`config.mk`:
```
export PLATFORM = sky130hd
export DESIGN_NAME = drc_pxl_packer
export DESIGN_NICKNAME = d
export VERILOG_FILES = /design/src/rtl/drc_pxl_packer.sv
export SDC_FILE = /design/constraint.sdc
export NUM_CORES = 1
export LEC_CHECK = 0
export ABC_AREA = 1
export CORE_MARGIN = 5
export CORE_UTILIZATION = 40
export CTS_CLUSTER_SIZE = 10
export DETAILED_ROUTE_END_ITERATION = 7
export PLACE_DENSITY_LB_ADDON = 0.2
export SLEW_MARGIN = 25
export SYNTH_ARGS = -nofsm -noshare
export SYNTH_HDL_FRONTEND = slang
export SYNTH_SLANG_ARGS = --single-unit
```
`constraint.sdc`:
```
create_clock -name clk -period 1.9 [get_ports clk]
set_input_delay 0.57 -clock clk [delete_from_list [all_inputs] [get_ports clk]]
set_output_delay 0.57 -clock clk [all_outputs]
set_load 0.005 [all_outputs]
```
`src/rtl/drc_pxl_packer.sv`:
```
// Packs PXL_PER_WORD pixels per bus word with lane strobes, flushes on last, checks frame length.
// Latency 1 cycle from completing pixel to word valid; input stalls only while a finished word is parked.
module drc_pxl_packer #(
  parameter int I_PXL_W      = 8,
  parameter int PXL_PER_WORD = 4,
  parameter int FRM_PXL_NUM  = 76800,
  parameter int FRM_CNT_W    = 16
) (
  input  logic                              clk,
  input  logic                              rst_n,
  input  logic [I_PXL_W-1:0]                bwd_pxl_data_i,
  input  logic                              bwd_pxl_last_i,
  input  logic                              bwd_pxl_vld_i,
  output logic                              bwd_pxl_rdy_o,
  output logic [I_PXL_W*PXL_PER_WORD-1:0]   fwd_word_data_o,
  output logic [PXL_PER_WORD-1:0]           fwd_word_strb_o,
  output logic                              fwd_word_last_o,
  output logic                              fwd_word_vld_o,
  input  logic                              fwd_word_rdy_i,
  output logic                              frm_err_o,
  output logic [FRM_CNT_W-1:0]              frm_cnt_o
);

  localparam int WORD_W = I_PXL_W * PXL_PER_WORD;
  localparam int IDX_W  = $clog2(PXL_PER_WORD);
  localparam int PCNT_W = (FRM_PXL_NUM > 1) ? $clog2(FRM_PXL_NUM) : 1;
  localparam logic [IDX_W-1:0]  IDX_MAX  = IDX_W'(PXL_PER_WORD - 1);
  localparam logic [PCNT_W-1:0] PCNT_MAX = PCNT_W'(FRM_PXL_NUM - 1);

  logic [WORD_W-1:0]       acc_data_q, acc_data_d;
  logic [IDX_W-1:0]        acc_idx_q, acc_idx_d;
  logic                    acc_done_q, acc_done_d;
  logic                    acc_last_q, acc_last_d;
  logic                    rdy_q, rdy_d;
  logic [WORD_W-1:0]       out_data_q, out_data_d;
  logic [PXL_PER_WORD-1:0] out_strb_q, out_strb_d;
  logic                    out_last_q, out_last_d;
  logic                    out_vld_q, out_vld_d;
  logic [PCNT_W-1:0]       pxl_cnt_q, pxl_cnt_d;
  logic                    frm_err_q, frm_err_d;
  logic [FRM_CNT_W-1:0]    frm_cnt_q, frm_cnt_d;

  logic                    bwd_hsk, fwd_hsk, out_free, completing, at_end;
  logic [WORD_W-1:0]       cur_word;
  logic [PXL_PER_WORD-1:0] cur_strb;

  assign bwd_hsk    = bwd_pxl_vld_i & rdy_q;
  assign fwd_hsk    = out_vld_q & fwd_word_rdy_i;
  assign out_free   = ~out_vld_q | fwd_hsk;
  assign completing = (acc_idx_q == IDX_MAX) | bwd_pxl_last_i;
  assign at_end     = (pxl_cnt_q == PCNT_MAX);

  // Lanes above acc_idx are already zero because the accumulator clears whenever a word leaves it.
  always_comb begin
    cur_word = acc_data_q;
    cur_strb = '0;
    for (int l = 0; l < PXL_PER_WORD; l++) begin
      if (IDX_W'(l) == acc_idx_q) cur_word[l*I_PXL_W +: I_PXL_W] = bwd_pxl_data_i;
      cur_strb[l] = (IDX_W'(l) <= acc_idx_q);
    end
  end

  always_comb begin
    acc_data_d = acc_data_q;
    acc_idx_d  = acc_idx_q;
    acc_done_d = acc_done_q;
    acc_last_d = acc_last_q;
    out_data_d = out_data_q;
    out_strb_d = out_strb_q;
    out_last_d = out_last_q;
    out_vld_d  = out_vld_q & ~fwd_hsk;
    pxl_cnt_d  = pxl_cnt_q;
    frm_err_d  = 1'b0;
    frm_cnt_d  = frm_cnt_q;

    if (acc_done_q) begin
      if (out_free) begin
        out_data_d = acc_data_q;
        out_strb_d = cur_strb;
        out_last_d = acc_last_q;
        out_vld_d  = 1'b1;
        acc_data_d = '0;
        acc_idx_d  = '0;
        acc_last_d = 1'b0;
        acc_done_d = 1'b0;
      end
    end else if (bwd_hsk) begin
      if (!completing) begin
        acc_data_d = cur_word;
        acc_idx_d  = acc_idx_q + 1'b1;
      end else if (out_free) begin
        out_data_d = cur_word;
        out_strb_d = cur_strb;
        out_last_d = bwd_pxl_last_i;
        out_vld_d  = 1'b1;
        acc_data_d = '0;
        acc_idx_d  = '0;
      end else begin
        // Output still busy: park the finished word, acc_idx keeps its strobe extent.
        acc_data_d = cur_word;
        acc_last_d = bwd_pxl_last_i;
        acc_done_d = 1'b1;
      end
    end

    if (bwd_hsk) begin
      frm_err_d = bwd_pxl_last_i ^ at_end;
      pxl_cnt_d = (bwd_pxl_last_i | at_end) ? '0 : pxl_cnt_q + 1'b1;
      if (bwd_pxl_last_i) frm_cnt_d = frm_cnt_q + 1'b1;
    end

    rdy_d = ~acc_done_d;
  end

  always_ff @(posedge clk) begin
    if (!rst_n) begin
      acc_data_q <= '0;
      acc_idx_q  <= '0;
      acc_done_q <= 1'b0;
      acc_last_q <= 1'b0;
      rdy_q      <= 1'b0;
      out_data_q <= '0;
      out_strb_q <= '0;
      out_last_q <= 1'b0;
      out_vld_q  <= 1'b0;
      pxl_cnt_q  <= '0;
      frm_err_q  <= 1'b0;
      frm_cnt_q  <= '0;
    end else begin
      acc_data_q <= acc_data_d;
      acc_idx_q  <= acc_idx_d;
      acc_done_q <= acc_done_d;
      acc_last_q <= acc_last_d;
      rdy_q      <= rdy_d;
      out_data_q <= out_data_d;
      out_strb_q <= out_strb_d;
      out_last_q <= out_last_d;
      out_vld_q  <= out_vld_d;
      pxl_cnt_q  <= pxl_cnt_d;
      frm_err_q  <= frm_err_d;
      frm_cnt_q  <= frm_cnt_d;
    end
  end

  assign bwd_pxl_rdy_o   = rdy_q;
  assign fwd_word_data_o = out_data_q;
  assign fwd_word_strb_o = out_strb_q;
  assign fwd_word_last_o = out_last_q;
  assign fwd_word_vld_o  = out_vld_q;
  assign frm_err_o       = frm_err_q;
  assign frm_cnt_o       = frm_cnt_q;

endmodule

```
==> qor.txt <==
Dpl hpwl - 9460 um
Internal power - 0.00365 W
Num rows - 42
Largest net degree at the start of global routing - 61
Crit path launch type - register
DRC - 0
Starting DRT DRC Count - 478
Average size of a mapped cell - 6.86 um2
Finish-stage setup viols - 0
First-pass GRT wire length - 23300 um
Total die area - 15900 um2
Share of cells above drive strength 1 - 0.102
Crit path time final - 1840 ps
Pins Over Slew Limit - 0
Clock share of power - 0.428
Vias - 5212
Overflow after GRT - 0
CP max stage cell - clkdlybuf4s50_1
Comb power frac - 0.082
Switching Share - 0.230
Worst Path Required - 1330 ps
First-pass DRT Iterations - 7
FF-to-FF End - pxl_cnt_q[10]
Syn nets - 806
Setup Fix Bufs, Post-CTS - 0
Clock sink count - 109
Clock transition at path regs - 70 ps
Horiz. Die Dim - 126 um
Max Cap Viol - 0
Cell area after synthesis - 5380 um2
Synth top area share - 0.406
Fin util - 0.513
Peak Freq - 0.543 GHz
WL/cell - 13.2 um
Clock latency at the later pin of the worst-skew pair - 360 ps
Main flop type after synthesis - dfxtp_1
Tot GR Track Use - 0.176
Vias in the first global route - 4955
Buffer levels on the longest clock path - 2
Pleak - 2.41 nW
Power per Cell Area - 700 nW/um2
Register area share after synthesis - 0.406
Kind of end point of the critical path - primary output
Post-synth EDFFs - 0
Rel. slew slack - 0.645
Yosys Warn Count - 0
Final WL - 13700 um
Maximum VDD drop - 402 uV
CTS buffer count - 9
Async set or reset register ratio after synthesis - 0
Seq cells post-synth - 109
Number of antenna-violating nets in the routed design - 0
Cells after Synth - 784
# diodes - 0
CP Launch Point - frm_cnt_o[11]
CTS tree - done
Crit path capture - frm_cnt_o[11]
Worst-path cell chain - clkdlybuf4s50_1
R2r setup slk - 190 ps
Worst-Margin Slew - 532 ps
CORE AREA - 13200 um2
Worst hold path type - register to register
Area contributors post-synth - dfxtp_1, nand2_1, a21oi_1, o21ai_0, inv_1
Worst path buffer plus inverter count - 1
Die H - 126 um
Cell family with most CP delay - buffers and inverters
GP Congestion - 0.808
Crit-path max cell delay - 530 ps
Nets@finish - 884
Worst Setup Path Type - register to primary output
Setup WS post-layout - 58.6 ps
Final Hold Fails - 0
RSZ-0062 raised after global routing - no
Most instantiated cells after synthesis - nand2_1, dfxtp_1, a21oi_1
H-tree levels - 3
Yosys cell types - 36
Worst R2R Start - pxl_cnt_q[0]
Pre-CTS WS - -282 ps
Hold Buf Count CTS - 0
Starting Density - 0.408
Input/output buffers - 68
Status - complete, no violations
CP arrival - 1270 ps
Area Overhead vs Synth - 26.0%
Seq pwr share - 0.490
CTS root buffer - clkbuf_16
Switch Pwr - 0.00109 W
Crit path depth - 1
Initial antenna violation count - 0
I/O pin cnt - 69
Reg2Reg Depth - 11
Worst Skew - 6.97 ps
Worst-path fanout max - 5
Count leader, synth - nand2_1
Via/cell ratio - 5.00
Final Cycle Share - 0.969
Largest area contributor in the netlist - dfxtp_1
## through the flow
| stage | instances | hold WS [ps] | setup TNS [ps] | area [um2] | total power (W) |
|---|---|---|---|---|---|
| floorplan | 784 | 438 | 0 | 5380 | 0.00258 |
| global placement | 1027 | 448 | -10510 | 6440 | 0.00275 |
| detailed placement | 1027 | 455 | -13750 | 6440 | 0.00276 |
| CTS | 1042 | 465 | 0 | 6760 | 0.00479 |
| global route | 1042 | 477 | 0 | 6770 | 0.00494 |
| finish | 1042 | 458 | 0 | 6770 | 0.00474 |
## worst min path at each step
stage / startpoint / to / slack, ps / cells after the start
2_1_floorplan: pxl_cnt_q[6] / pxl_cnt_q[6] / 440 / 2
6_report: frm_cnt_o[4] / frm_cnt_o[4] / 460 / 1
4_1_cts: acc_data_q[0] / acc_data_q[0] / 470 / 2
5_1_grt: acc_data_q[2] / acc_data_q[2] / 480 / 2
3_5_place_dp: acc_data_q[0] / acc_data_q[0] / 460 / 2
3_3_place_gp: pxl_cnt_q[6] / pxl_cnt_q[6] / 450 / 2
## cell families after synthesis
group	Yosys count	synth area share
simple gates	374	0.301
compound gates	167	0.165
buf+inv	120	0.0999
flops	109	0.406
fa+ha+maj	9	0.0210
xor+xnor	5	0.00815
## placed cells by master, fill, tap and decap left out, types with 2 or more instances in the layout
| cell type | instances |
|---|---|
| buf_4 | 35 |
| bufinv_16 | 2 |
| clkbuf_16 | 9 |
| nand4_1 | 38 |
| nor2_2 | 3 |
| dfxtp_2 | 10 |
| buf_12 | 7 |
| o21bai_1 | 2 |
| nand3b_1 | 2 |
| nand2_2 | 3 |
| xor2_1 | 4 |
| dfxtp_1 | 99 |
| nand3_1 | 11 |
| a21oi_1 | 81 |
| nor3_1 | 8 |
| o21ai_0 | 76 |
| inv_4 | 2 |
| o21a_1 | 2 |
| o21ai_4 | 3 |
| inv_2 | 2 |
| nor2_1 | 55 |
| nand3_2 | 2 |
| nor2_4 | 3 |
| clkdlybuf4s50_1 | 68 |
| inv_1 | 73 |
| or2_0 | 2 |
| ha_1 | 8 |
| nand2_1 | 243 |
## power by group through the flow
stage                     sequential [W]  combinational, W  clock [W]
final                            0.00232          0.000389    0.00203
after global routing             0.00232          0.000429    0.00218
after CTS                        0.00232          0.000389    0.00208
after detailed placement         0.00238          0.000386          0
after global placement           0.00237          0.000378          0
after floorplan                  0.00237          0.000210          0
## what timing repair did
action / 4_1_cts / 5_1_grt
hold endpoints to repair: 0 / 0
gates resized for setup: 5 / 8
endpoints found under the setup margin: 14 / 12
## metal layers
metal	up-vias	part of all wire	track usage
li1	2692	-	-
met1	2377	0.47	0.230
met2	124	0.46	0.289
met3	19	0.050	0.0296
met4	0	0.023	0.0719
met5	-	0	0
## registers in the layout, indices dropped and copies added, names as in the netlist
register	count
bwd_pxl_rdy_o	1
fwd_word_vld_o	1
frm_cnt_o	16
acc_data_q	32
frm_err_o	1
fwd_word_strb_o	4
pxl_cnt_q	17
fwd_word_data_o	32
acc_idx_q	2
fwd_word_last_o	1
acc_last_q	1
acc_done_q	1
## layout make-up
| class | count | area (um2) |
|---|---|---|
| clock inverters | 4 | 72.6 |
| well taps | 176 | 220 |
| multi-input cells | 555 | 2660 |
| repair buffers | 110 | 1080 |
| flip-flops and latches | 109 | 2190 |
| fillers | 1289 | 6420 |
| inverters | 77 | 294 |
| clock buffers | 11 | 243 |
Note: power is estimated with default switching activity, not from simulation.
